$ cat src/rtl/switch_lock_seq.sv
// switch_lock_seq: drives lock_enb for one bounded window per accepted
// switch_enb request, then a single done pulse. A wrap transition of the
// switch position (all-ones -> all-zeros) gets a one-cycle arming delay and
// the long length cap; any other transition locks immediately with the short cap.
module switch_lock_seq #(
   parameter int unsigned SEL_W     = 2,
   parameter int unsigned SHORT_MAX = 2,
   parameter int unsigned LONG_MAX  = 10,
   localparam int unsigned LEN_W    = $clog2(LONG_MAX + 1)
) (
   input  logic             clk,
   input  logic             rst,
   input  logic             switch_enb,
   input  logic [SEL_W-1:0] switch_select,
   input  logic [LEN_W-1:0] lock_len,
   output logic             busy,
   output logic             lock_enb,
   output logic             done,
   output logic             wrap_seen,
   output logic             req_drop
);

   typedef enum logic [1:0] {
      IDLE = 2'd0,
      ARM  = 2'd1,
      LOCK = 2'd2,
      DONE = 2'd3
   } state_t;

   localparam logic [LEN_W-1:0] SHORT_CAP = LEN_W'(SHORT_MAX);
   localparam logic [LEN_W-1:0] LONG_CAP  = LEN_W'(LONG_MAX);
   localparam logic [LEN_W-1:0] LEN_ONE   = LEN_W'(1);

   state_t           state;
   state_t           state_nx;
   logic [SEL_W-1:0] prev_sel;
   logic [LEN_W-1:0] cnt;
   logic [LEN_W-1:0] cnt_nx;
   logic             wrap_seen_nx;
   logic             req_drop_nx;
   logic             wrap;
   logic [LEN_W-1:0] len_cap;
   logic [LEN_W-1:0] len_min;
   logic [LEN_W-1:0] req_len;

   // Wrap detection and request length clamp, evaluated in the request cycle
   always_comb begin
      wrap    = (switch_select == '0) && (prev_sel == '1);
      len_cap = wrap ? LONG_CAP : SHORT_CAP;
      len_min = (lock_len > len_cap) ? len_cap : lock_len;
      req_len = (len_min == '0) ? LEN_ONE : len_min;
   end

   // Next-state, window counter and registered-output decode
   always_comb begin
      state_nx     = state;
      cnt_nx       = cnt;
      wrap_seen_nx = wrap_seen;
      req_drop_nx  = 1'b0;
      case (state)
         IDLE: begin
            if (switch_enb) begin
               cnt_nx = req_len;
               if (wrap) begin
                  state_nx     = ARM;
                  wrap_seen_nx = 1'b1;
               end else begin
                  state_nx = LOCK;
               end
            end
         end
         ARM: begin
            state_nx = LOCK;
         end
         LOCK: begin
            if (cnt <= LEN_ONE) begin
               state_nx = DONE;
               cnt_nx   = '0;
            end else begin
               cnt_nx = cnt - LEN_ONE;
            end
         end
         DONE: begin
            state_nx     = IDLE;
            wrap_seen_nx = 1'b0;
         end
         default: begin
            state_nx     = IDLE;
            cnt_nx       = '0;
            wrap_seen_nx = 1'b0;
         end
      endcase
      // Requests arriving mid-window are ignored and flagged one cycle later
      if ((state != IDLE) && switch_enb) begin
         req_drop_nx = 1'b1;
      end
   end

   // State, counter, previous select and registered outputs
   always_ff @(posedge clk) begin
      if (rst) begin
         state     <= IDLE;
         cnt       <= '0;
         prev_sel  <= '0;
         busy      <= 1'b0;
         lock_enb  <= 1'b0;
         done      <= 1'b0;
         wrap_seen <= 1'b0;
         req_drop  <= 1'b0;
      end else begin
         state     <= state_nx;
         cnt       <= cnt_nx;
         prev_sel  <= switch_select;
         busy      <= (state_nx != IDLE);
         lock_enb  <= (state_nx == LOCK);
         done      <= (state_nx == DONE);
         wrap_seen <= wrap_seen_nx;
         req_drop  <= req_drop_nx;
      end
   end

endmodule

$ cat config.mk
export PLATFORM = sky130hd
export DESIGN_NAME = switch_lock_seq
export DESIGN_NICKNAME = d
export VERILOG_FILES = /design/src/rtl/switch_lock_seq.sv
export SDC_FILE = /design/constraint.sdc
export NUM_CORES = 1
export LEC_CHECK = 0
export CORE_UTILIZATION = 52
export CTS_BUF_LIST = sky130_fd_sc_hd__clkbuf_8
export DETAILED_ROUTE_END_ITERATION = 8
export HOLD_SLACK_MARGIN = 0.05
export PLACE_DENSITY = 0.8
export SLEW_MARGIN = 20
export SYNTH_ARGS = -nofsm -noshare
export SYNTH_HDL_FRONTEND = slang
export SYNTH_SLANG_ARGS = --single-unit
$ cat constraint.sdc
create_clock -name clk -period 2.5 [get_ports clk]
set_clock_uncertainty 0.05 [all_clocks]
set_input_delay 0.5 -clock clk [delete_from_list [all_inputs] [get_ports clk]]
set_output_delay 0.5 -clock clk [all_outputs]
set_load 0.02 [all_outputs]
Word level (Yosys, flattened, before mapping)
Index checks and enable logic that the tools add are counted.
{ "word_totals": {"register_bits": 13, "in_bits": 9, "out_inout_bits": 5, "word_cells": 44} }
{ "classes": {"addsub": 1, "n_lt_le_gt_ge": 2, "eq_ne": 8, "mux": 14, "n_reduce_logical": 11} }
{ "ops": {"columns": ["cell", "count"], "rows": [
  ["$mux 4", 5],
  ["$eq 2x2->1 const B", 5],
  ["$pmux 2 s4", 1],
  ["$pmux 4 s2", 1],
  ["$reduce_bool 2->1", 4],
  ["$mux 2", 3],
  ["$gt 4x4->1", 1],
  ["$le 4x1->1 const B", 1],
  ["$logic_not 2->1", 2],
  ["$logic_not 4->1", 1],
  ["$ne 2x2->1 const B", 2],
  ["$sub 4x1->4 const B", 1],
  ["$mux 1", 3],
  ["$reduce_and 3->1", 1],
  ["$eq 2x1->1 const B", 1],
  ["$logic_and 1x1->1", 2],
  ["$pmux 1 s2", 1],
  ["$reduce_and 2->1", 1]
]} }

Logic depth before layout (Yosys ltp)
Gate-level depths: netlist of run 1.
{ "depth": {"word_depth": 9, "ltp_mapped": 7, "mapped_depth_nobuf": 7} }

Worst setup path before layout of run 1
No wires, ideal clock.
{ "synth_path": {"path_kind": "in2reg", "start": "input port switch_select[0]", "end": "register cnt[2]", "setup_ns": 0.070, "arrival_time_ns": 1.986, "required_ns": 2.380, "path_slack_ns": 0.394, "path_stages": 6, "path_buffers": 0, "path_cell_list": "and4bb_4 -> inv_1 -> ha_1 -> or4b_1 -> a21o_1 -> a21oi_1"} }
{ "synth_between": {"elab_chain_len": 9} }
{ "synth_rtl": {"columns": ["item", "line", "rtl"], "rows": [
  ["start, declared", "14", "input logic [SEL_W-1:0] switch_select,"],
  ["$logic_not 2->1 *", "48", "wrap = (switch_select == '0) && (prev_sel == '1);"],
  ["$logic_and 1x1->1 *", "48", null],
  ["$mux 4 *", "49", "len_cap = wrap ? LONG_CAP : SHORT_CAP;"],
  ["$gt 4x4->1", "50", "len_min = (lock_len > len_cap) ? len_cap : lock_len;"],
  ["$mux 4 *", "50", null],
  ["$logic_not 4->1", "51", "req_len = (len_min == '0) ? LEN_ONE : len_min;"],
  ["$mux 4 *", "51", null],
  ["$mux 4 *", "62", "if (switch_enb) begin"],
  ["$pmux 4 s2 *", "60", "case (state)"],
  ["end signal, assigned", "112", "cnt <= cnt_nx;"],
  ["end, declared", "37", "logic [LEN_W-1:0] cnt;"]
]} }
Every way passes the cells marked *; elsewhere a longest branch is shown, timed or not. The select of a mux whose other input is x is not followed.
A chain may end at the register's enable or synchronous reset.

Worst setup path in the final report of run 1
Ends and elaborated chain as after synthesis.

==> impl_table.tex, run 1 <==
\begin{tabular}{lr}
\hline
Metric & Value \\
\hline
\multicolumn{2}{l}{\textbf{Run status}} \\
Status & complete, no violations \\
\multicolumn{2}{l}{\textbf{Min path}} \\
Worst Hold Path EP & wrap\_seen \\
Type of the most critical hold path & reg -> reg \\
Hold Path Depth & 2 \\
Start point of the worst min-delay path & wrap\_seen \\
\multicolumn{2}{l}{\textbf{GRT}} \\
Leftover overflow at the end of global routing & 0 \\
Antenna violations before repair & 0 \\
Maximum number of pins on one net before global-route repair & 10 \\
Vias in the first global route & 569 \\
Total global routing track utilization & 0.225 \\
Global-route wire length before repair & 2360 µm \\
\multicolumn{2}{l}{\textbf{Setup path}} \\
Launching element type of the critical path & primary input \\
Endpoint type of the worst setup path & flip-flop \\
Launch instance of the worst register-to-register path & prev\_sel[1] \\
Crit-path leading delay family & simple AND/OR/NAND/NOR gates \\
Required arrival time at the worst endpoint & 2.62 ns \\
Setup slack of the worst register-to-register path & 0.68 ns \\
FF-to-FF path depth & 6 \\
Worst Path Class, Setup & in -> reg \\
Data arrival time of the critical path & 2.39 ns \\
Cells traversed along the worst timing path & clkdlybuf4s50\_1 -> and4bb\_4 -> inv\_1 -> ha\_1 -> or4b\_1 -> a21o\_1 -> a21oi\_1 \\
FF-to-FF End & cnt[2] \\
Largest driver fanout on the critical path & 4 \\
Highest-delay cell along the critical path & sky130\_fd\_sc\_hd\_\_or4b\_1 \\
Largest incremental delay on the critical path & 0.52 ns \\
Worst path buffer plus inverter count & 2 \\
\multicolumn{2}{l}{\textbf{Yosys}} \\
Number of synthesized register bits & 13 \\
EDFF count, synth & 0 \\
Synth area leader & sky130\_fd\_sc\_hd\_\_dfxtp\_1 \\
Post-Syn Instances & 81 \\
Most used standard cells in the synthesized netlist & sky130\_fd\_sc\_hd\_\_dfxtp\_1, sky130\_fd\_sc\_hd\_\_inv\_1, sky130\_fd\_sc\_hd\_\_ha\_1, sky130\_fd\_sc\_hd\_\_nor2\_1, sky130\_fd\_sc\_hd\_\_a21oi\_1 \\
Post-Syn Area per Cell & 9.05 µm² \\
Share of flip-flops with an asynchronous set or reset after synthesis & 0 \\
Mapped Area & 733 µm² \\
Dominant cells by area after synthesis & sky130\_fd\_sc\_hd\_\_dfxtp\_1, sky130\_fd\_sc\_hd\_\_ha\_1, sky130\_fd\_sc\_hd\_\_inv\_1, sky130\_fd\_sc\_hd\_\_a221oi\_1, sky130\_fd\_sc\_hd\_\_a21oi\_1 \\
Cell variety after synth & 32 \\
Fraction of synthesized cell area taken by the top area cell type & 0.355 \\
Most used flip-flop cell after synthesis & sky130\_fd\_sc\_hd\_\_dfxtp\_1 \\
Cell with the most instances after synthesis & sky130\_fd\_sc\_hd\_\_dfxtp\_1 \\
Post-Syn Nets & 96 \\
Sequential area share after synthesis & 0.355 \\
Yosys synthesis warning count & 0 \\
\multicolumn{2}{l}{\textbf{Route}} \\
Routed Wire Length & 1550 µm \\
DRC marker count from the first detailed-route iteration & 9 \\
Post-route DRC & 0 \\
First drt pass iteration count & 4 \\
DR vias & 635 \\
Number of vias per cell & 5.57 \\
Antenna Nets Post-Route & 0 \\
DR WL/cell & 13.6 µm \\
\multicolumn{2}{l}{\textbf{Die}} \\
Horizontal die dimension & 39.6 µm \\
Effective utilization at floorplan & 0.563 \\
Placement row count & 13 \\
Core region area & 1300 µm² \\
Die footprint & 1560 µm² \\
Number of primary I/O pins & 14 \\
DIE HEIGHT & 39.6 µm \\
\multicolumn{2}{l}{\textbf{Timing}} \\
Period utilisation layout & 0.908 \\
Number of pins exceeding their max-slew limit in the final report & 0 \\
Max Freq & 440 MHz \\
Setup repair after global routing missed its margin & no \\
Setup violation total in the final timing report & 0 \\
Endpoints failing hold & 0 \\
Setup total negative slack & 0 ns \\
Worst Max-Slew Pin Slew & 0.408 ns \\
Worst relative slew slack & 0.722 \\
Time the final worst path needs with I/O delays and setup & 2.27 ns \\
\multicolumn{2}{l}{\textbf{CTS}} \\
Skew-Pair Late Insertion Delay & 0.24 ns \\
Clock root buffer master & sky130\_fd\_sc\_hd\_\_clkbuf\_8 \\
Resized cells post-CTS & 0 \\
Clock-pin slew of the registers on the worst-case setup and hold paths & 0.06 ns \\
Total of hold buffers inserted after clock tree synthesis & 0 \\
Number of clock sinks seen by CTS & 13 \\
Maximum root-to-sink buffer count & 2 \\
Setup bufs post-CTS & 0 \\
TritonCTS clock tree & yes \\
CTS Buf Count & 3 \\
Level count of the clock H-tree & 1 \\
\multicolumn{2}{l}{\textbf{Place}} \\
Post-DP HPWL & 1210 µm \\
Count of port buffers added during placement & 13 \\
Placed instance count & 110 \\
Routability congestion estimate & 0.768 \\
\multicolumn{2}{l}{\textbf{Finish}} \\
Relative area change from synthesis to final layout & 27.0\% \\
Non-filler instance count after layout & 114 \\
Total Nets Final & 115 \\
Antenna diode instance count & 0 \\
Fraction of final layout cells with drive strength greater than 1 & 0.111 \\
\multicolumn{2}{l}{\textbf{Power and ir drop}} \\
Post-layout power & 0.956 mW \\
Leakage & 0.382 nW \\
Worst VDD drop & 711 µV \\
PwrDens & 1030 nW/µm² \\
\multicolumn{2}{l}{\textbf{Run}} \\
Number of maximum-capacitance constraint violations & 0 \\
\hline
\end{tabular}
[placed cells by master (no fill, tap or decap)]
cell type / count
sky130_fd_sc_hd__dfxtp_1: 13
sky130_fd_sc_hd__clkdlybuf4s50_1: 13
sky130_fd_sc_hd__inv_1: 12
sky130_fd_sc_hd__nor2_1: 6
sky130_fd_sc_hd__ha_1: 6
sky130_fd_sc_hd__a21oi_1: 5
sky130_fd_sc_hd__buf_4: 4
sky130_fd_sc_hd__nor2b_1: 3
sky130_fd_sc_hd__nor3_1: 3
sky130_fd_sc_hd__a221oi_1: 3
sky130_fd_sc_hd__clkbuf_8: 3
sky130_fd_sc_hd__o21ai_0: 2
sky130_fd_sc_hd__and3_1: 2
sky130_fd_sc_hd__or3_1: 2
sky130_fd_sc_hd__o22ai_1: 2
sky130_fd_sc_hd__a211oi_1: 2
sky130_fd_sc_hd__o21ai_1: 2
sky130_fd_sc_hd__and4bb_4: 1
sky130_fd_sc_hd__nand4_1: 1
sky130_fd_sc_hd__a2111oi_2: 1
sky130_fd_sc_hd__a31oi_1: 1
sky130_fd_sc_hd__mux2i_2: 1
sky130_fd_sc_hd__o31a_1: 1
sky130_fd_sc_hd__nor4bb_1: 1
sky130_fd_sc_hd__mux2i_1: 1
sky130_fd_sc_hd__nand4b_1: 1
sky130_fd_sc_hd__or4b_1: 1
sky130_fd_sc_hd__a21o_1: 1
sky130_fd_sc_hd__nand2b_1: 1
sky130_fd_sc_hd__a211o_1: 1
sky130_fd_sc_hd__nand2_1: 1
sky130_fd_sc_hd__o41ai_1: 1
sky130_fd_sc_hd__o22a_2: 1
[where the power goes]
part,internal (mW),total (mW),switching (mW)
clock network,0.108,0.181,0.0733
logic,0.208,0.468,0.260
registers,0.270,0.307,0.0368
[cell families after synthesis]
| group | synth area share |
|---|---|
| multiplexers | 0.0324 |
| flip-flops | 0.355 |
| AND/OR/NAND/NOR | 0.195 |
| AO/OA/AOI/OAI | 0.224 |
| buffers and inverters | 0.0921 |
| adder cells (fa/ha/maj) | 0.102 |
[cell type report]
type	count	area, µm²
Clock inverter	1	3.75
Inverter	11	41.3
Fill cell	115	370
Clock buffer	3	41.3
Timing Repair Buffer	17	160
Sequential cell	13	260
Multi-Input combinational cell	54	405
Tap cell	15	18.8
[stage by stage]
stage          worst slack, ns  hold WS (ns)  utilization  area (µm²)
6_report                 0.229         0.431        0.715         931
3_3_place_gp           0.00273         0.421        0.681         886
4_1_cts                  0.221         0.432        0.715         931
2_1_floorplan            0.394         0.432            -         733
3_5_place_dp           -0.0255         0.418        0.681         886
5_1_grt                  0.157         0.467        0.715         931
[flip-flops by register name (all words and copies together) (netlist names)]
signal     flops
wrap_seen      1
lock_enb       1
state          2
busy           1
cnt            4
req_drop       1
prev_sel       2
done           1
[tightest hold or removal path, stage by stage, from the launching register on]
cell and delay [ns]:
sky130_fd_sc_hd__dfxtp_1 0.31, sky130_fd_sc_hd__o21ai_0 0.06, sky130_fd_sc_hd__a21oi_1 0.06
[worst max-delay path by stage]
stage | start | endpoint | slack, ns | depth (start not counted)
after global placement | switch_select[0] | cnt[2] | 0.003 | 7
after CTS | switch_select[0] | cnt[2] | 0.22 | 7
after global routing | switch_select[0] | cnt[2] | 0.16 | 7
after detailed placement | switch_select[0] | cnt[2] | -0.03 | 7
final | switch_select[0] | cnt[2] | 0.23 | 7
after floorplan | switch_select[0] | cnt[2] | 0.39 | 6
[per-layer routing]
metal  up-vias  global-route usage  share of wire
li1        330                   -              -
met1       296               0.247           0.44
met2         9               0.418           0.52
met3         0              0.0568          0.034
met4         0              0.0603              0
met5         -                   0              0
Note: power is estimated with default switching activity, not from simulation.
==> run 2, diff against run 1 <==
--- a/config.mk
+++ b/config.mk
@@ -5,11 +5,11 @@
 export SDC_FILE = /design/constraint.sdc
 export NUM_CORES = 1
 export LEC_CHECK = 0
-export CORE_UTILIZATION = 52
+export CORE_MARGIN = 2
+export CORE_UTILIZATION = 25
 export CTS_BUF_LIST = sky130_fd_sc_hd__clkbuf_8
 export DETAILED_ROUTE_END_ITERATION = 8
 export HOLD_SLACK_MARGIN = 0.05
-export PLACE_DENSITY = 0.8
 export SLEW_MARGIN = 20
 export SYNTH_ARGS = -nofsm -noshare
 export SYNTH_HDL_FRONTEND = slang
==> run 2 against run 1 <==
Against the previous run: register-to-register slack got worse by 0.03 ns; final cell count rose by 14%; total power rose by 0.23%; worst hold slack improved by 0.0014 ns; largest power group unchanged.
==> impl_table.tex, run 2 (same netlist as run 1, synthesis figures left out) <==
\begin{tabular}{lr}
\hline
Metric & Value \\
\hline
\multicolumn{2}{l}{\textbf{Finish}} \\
Fillers & 282 \\
Largest registers & cnt x4, prev\_sel x2, state x2 \\
Area of all sequential standard cells & 260 µm² \\
Flip-flop count of the largest register, all copies and words added & 4 \\
Commonest cells after routing, fill and taps aside & sky130\_fd\_sc\_hd\_\_dfxtp\_1, sky130\_fd\_sc\_hd\_\_clkdlybuf4s50\_1, sky130\_fd\_sc\_hd\_\_inv\_1 \\
Largest register by flop count & cnt \\
Fraction of final layout cells with drive strength greater than 1 & 0.111 \\
Final core utilization & 0.342 \\
Total Nets Final & 115 \\
Relative area change from synthesis to final layout & 29.7\% \\
Combined area of the multi-input logic cells & 405 µm² \\
Non-filler instance count after layout & 130 \\
Antenna diode instance count & 0 \\
Final instance area & 951 µm² \\
\multicolumn{2}{l}{\textbf{Setup path}} \\
Worst path buffer plus inverter count & 2 \\
Highest-delay cell along the critical path & sky130\_fd\_sc\_hd\_\_or4b\_1 \\
Largest driver fanout on the critical path & 4 \\
Required arrival time at the worst endpoint & 2.62 ns \\
Worst Path Class, Setup & in -> reg \\
Launching element type of the critical path & primary input \\
Setup slack of the worst register-to-register path & 0.65 ns \\
Data arrival time of the critical path & 2.43 ns \\
Cells traversed along the worst timing path & clkdlybuf4s50\_1 -> and4bb\_4 -> inv\_1 -> ha\_1 -> or4b\_1 -> a21o\_1 -> a21oi\_1 \\
Largest incremental delay on the critical path & 0.52 ns \\
Endpoint type of the worst setup path & flip-flop \\
Crit-path leading delay family & simple AND/OR/NAND/NOR gates \\
\multicolumn{2}{l}{\textbf{CTS}} \\
Clock root buffer master & sky130\_fd\_sc\_hd\_\_clkbuf\_8 \\
Level count of the clock H-tree & 1 \\
Clock-pin slew of the registers on the worst-case setup and hold paths & 0.06 ns \\
CTS Buf Count & 3 \\
Skew-Pair Late Insertion Delay & 0.24 ns \\
Number of clock sinks seen by CTS & 13 \\
Total of hold buffers inserted after clock tree synthesis & 0 \\
Maximum root-to-sink buffer count & 2 \\
TritonCTS clock tree & yes \\
Resized cells post-CTS & 0 \\
Setup bufs post-CTS & 0 \\
\multicolumn{2}{l}{\textbf{Min path}} \\
Type of the most critical hold path & reg -> reg \\
\multicolumn{2}{l}{\textbf{Place}} \\
Placed cell area & 906 µm² \\
Routability congestion estimate & 0.778 \\
Count of port buffers added during placement & 13 \\
Placed instance count & 126 \\
Post-placement worst setup slack & -0.0700 ns \\
Post-DP HPWL & 1190 µm \\
\multicolumn{2}{l}{\textbf{Timing}} \\
Worst Max-Slew Pin Slew & 0.408 ns \\
Setup violation total in the final timing report & 0 \\
Worst Slack Setup Final & 0.193 ns \\
Number of pins exceeding their max-slew limit in the final report & 0 \\
Max Freq & 434 MHz \\
Endpoints failing hold & 0 \\
Setup repair after global routing missed its margin & no \\
Time the final worst path needs with I/O delays and setup & 2.31 ns \\
Period utilisation layout & 0.923 \\
Worst relative slew slack & 0.723 \\
\multicolumn{2}{l}{\textbf{Run status}} \\
Status & complete, no violations \\
\multicolumn{2}{l}{\textbf{Die}} \\
Horizontal die dimension & 58.2 µm \\
Effective utilization at floorplan & 0.264 \\
Core region area & 2780 µm² \\
Die footprint & 3380 µm² \\
Number of primary I/O pins & 14 \\
DIE HEIGHT & 58.2 µm \\
Placement row count & 19 \\
\multicolumn{2}{l}{\textbf{Route}} \\
Number of vias per cell & 4.94 \\
Antenna Nets Post-Route & 0 \\
Routed Wire Length & 1610 µm \\
DR vias & 642 \\
Post-route DRC & 0 \\
DRC marker count from the first detailed-route iteration & 14 \\
First drt pass iteration count & 4 \\
DR WL/cell & 12.4 µm \\
\multicolumn{2}{l}{\textbf{Run}} \\
Number of maximum-capacitance constraint violations & 0 \\
\multicolumn{2}{l}{\textbf{GRT}} \\
Leftover overflow at the end of global routing & 0 \\
Antenna violations before repair & 0 \\
Vias in the first global route & 645 \\
Global-route wire length before repair & 2720 µm \\
Maximum number of pins on one net before global-route repair & 11 \\
Total global routing track utilization & 0.104 \\
\multicolumn{2}{l}{\textbf{Power and ir drop}} \\
Worst VDD drop & 739 µV \\
Leakage & 0.382 nW \\
Post-layout power & 0.958 mW \\
PwrDens & 1010 nW/µm² \\
\hline
\end{tabular}
-- run 2: cell counts in the layout (fill, tap and decap cells not counted) --
Identical to the previous run, type by type.
-- run 2: metrics by stage --
stage	setup TNS (ns)	hold slack (ns)
final	0	0.433
after global routing	0	0.470
after CTS	0	0.441
after detailed placement	-0.0700	0.425
after global placement	-0.0101	0.428
after floorplan	0	0.432
-- run 2: path summary, 6_finish.rpt --
path	start	end	depth (start not counted)
min	wrap_seen	wrap_seen	2
min reg2reg	wrap_seen	wrap_seen	2
max	switch_select[0]	cnt[2]	7
max reg2reg	prev_sel[0]	cnt[2]	6
-- run 2: area by class of cell --
type,instances,area share
Multi-Input combinational cell,54,0.426
Sequential cell,13,0.274
Timing Repair Buffer,17,0.168
Clock buffer,3,0.0434
Inverter,11,0.0434
Tap cell,31,0.0408
Clock inverter,1,0.00395
-- run 2: worst register-to-register path, cell delays in order (launching register included) --
cell and delay, ns:
sky130_fd_sc_hd__dfxtp_1 0.32, sky130_fd_sc_hd__and4bb_4 0.24, sky130_fd_sc_hd__inv_1 0.05, sky130_fd_sc_hd__ha_1 0.30, sky130_fd_sc_hd__or4b_1 0.52, sky130_fd_sc_hd__a21o_1 0.19
sky130_fd_sc_hd__a21oi_1 0.11
-- run 2: metal layers --
metal / vias up / global-route usage / part of all wire
met1: 289 / 0.127 / 0.48
li1: 333 / - / -
met3: 2 / 0.0246 / 0.057
met5: - / 0 / 0
met4: 0 / 0.0432 / 0.0075
met2: 18 / 0.174 / 0.45
-- run 2: report_power, final --
group	internal (mW)	switching (mW)
logic	0.207	0.257
registers	0.270	0.0393
clock network	0.108	0.0760
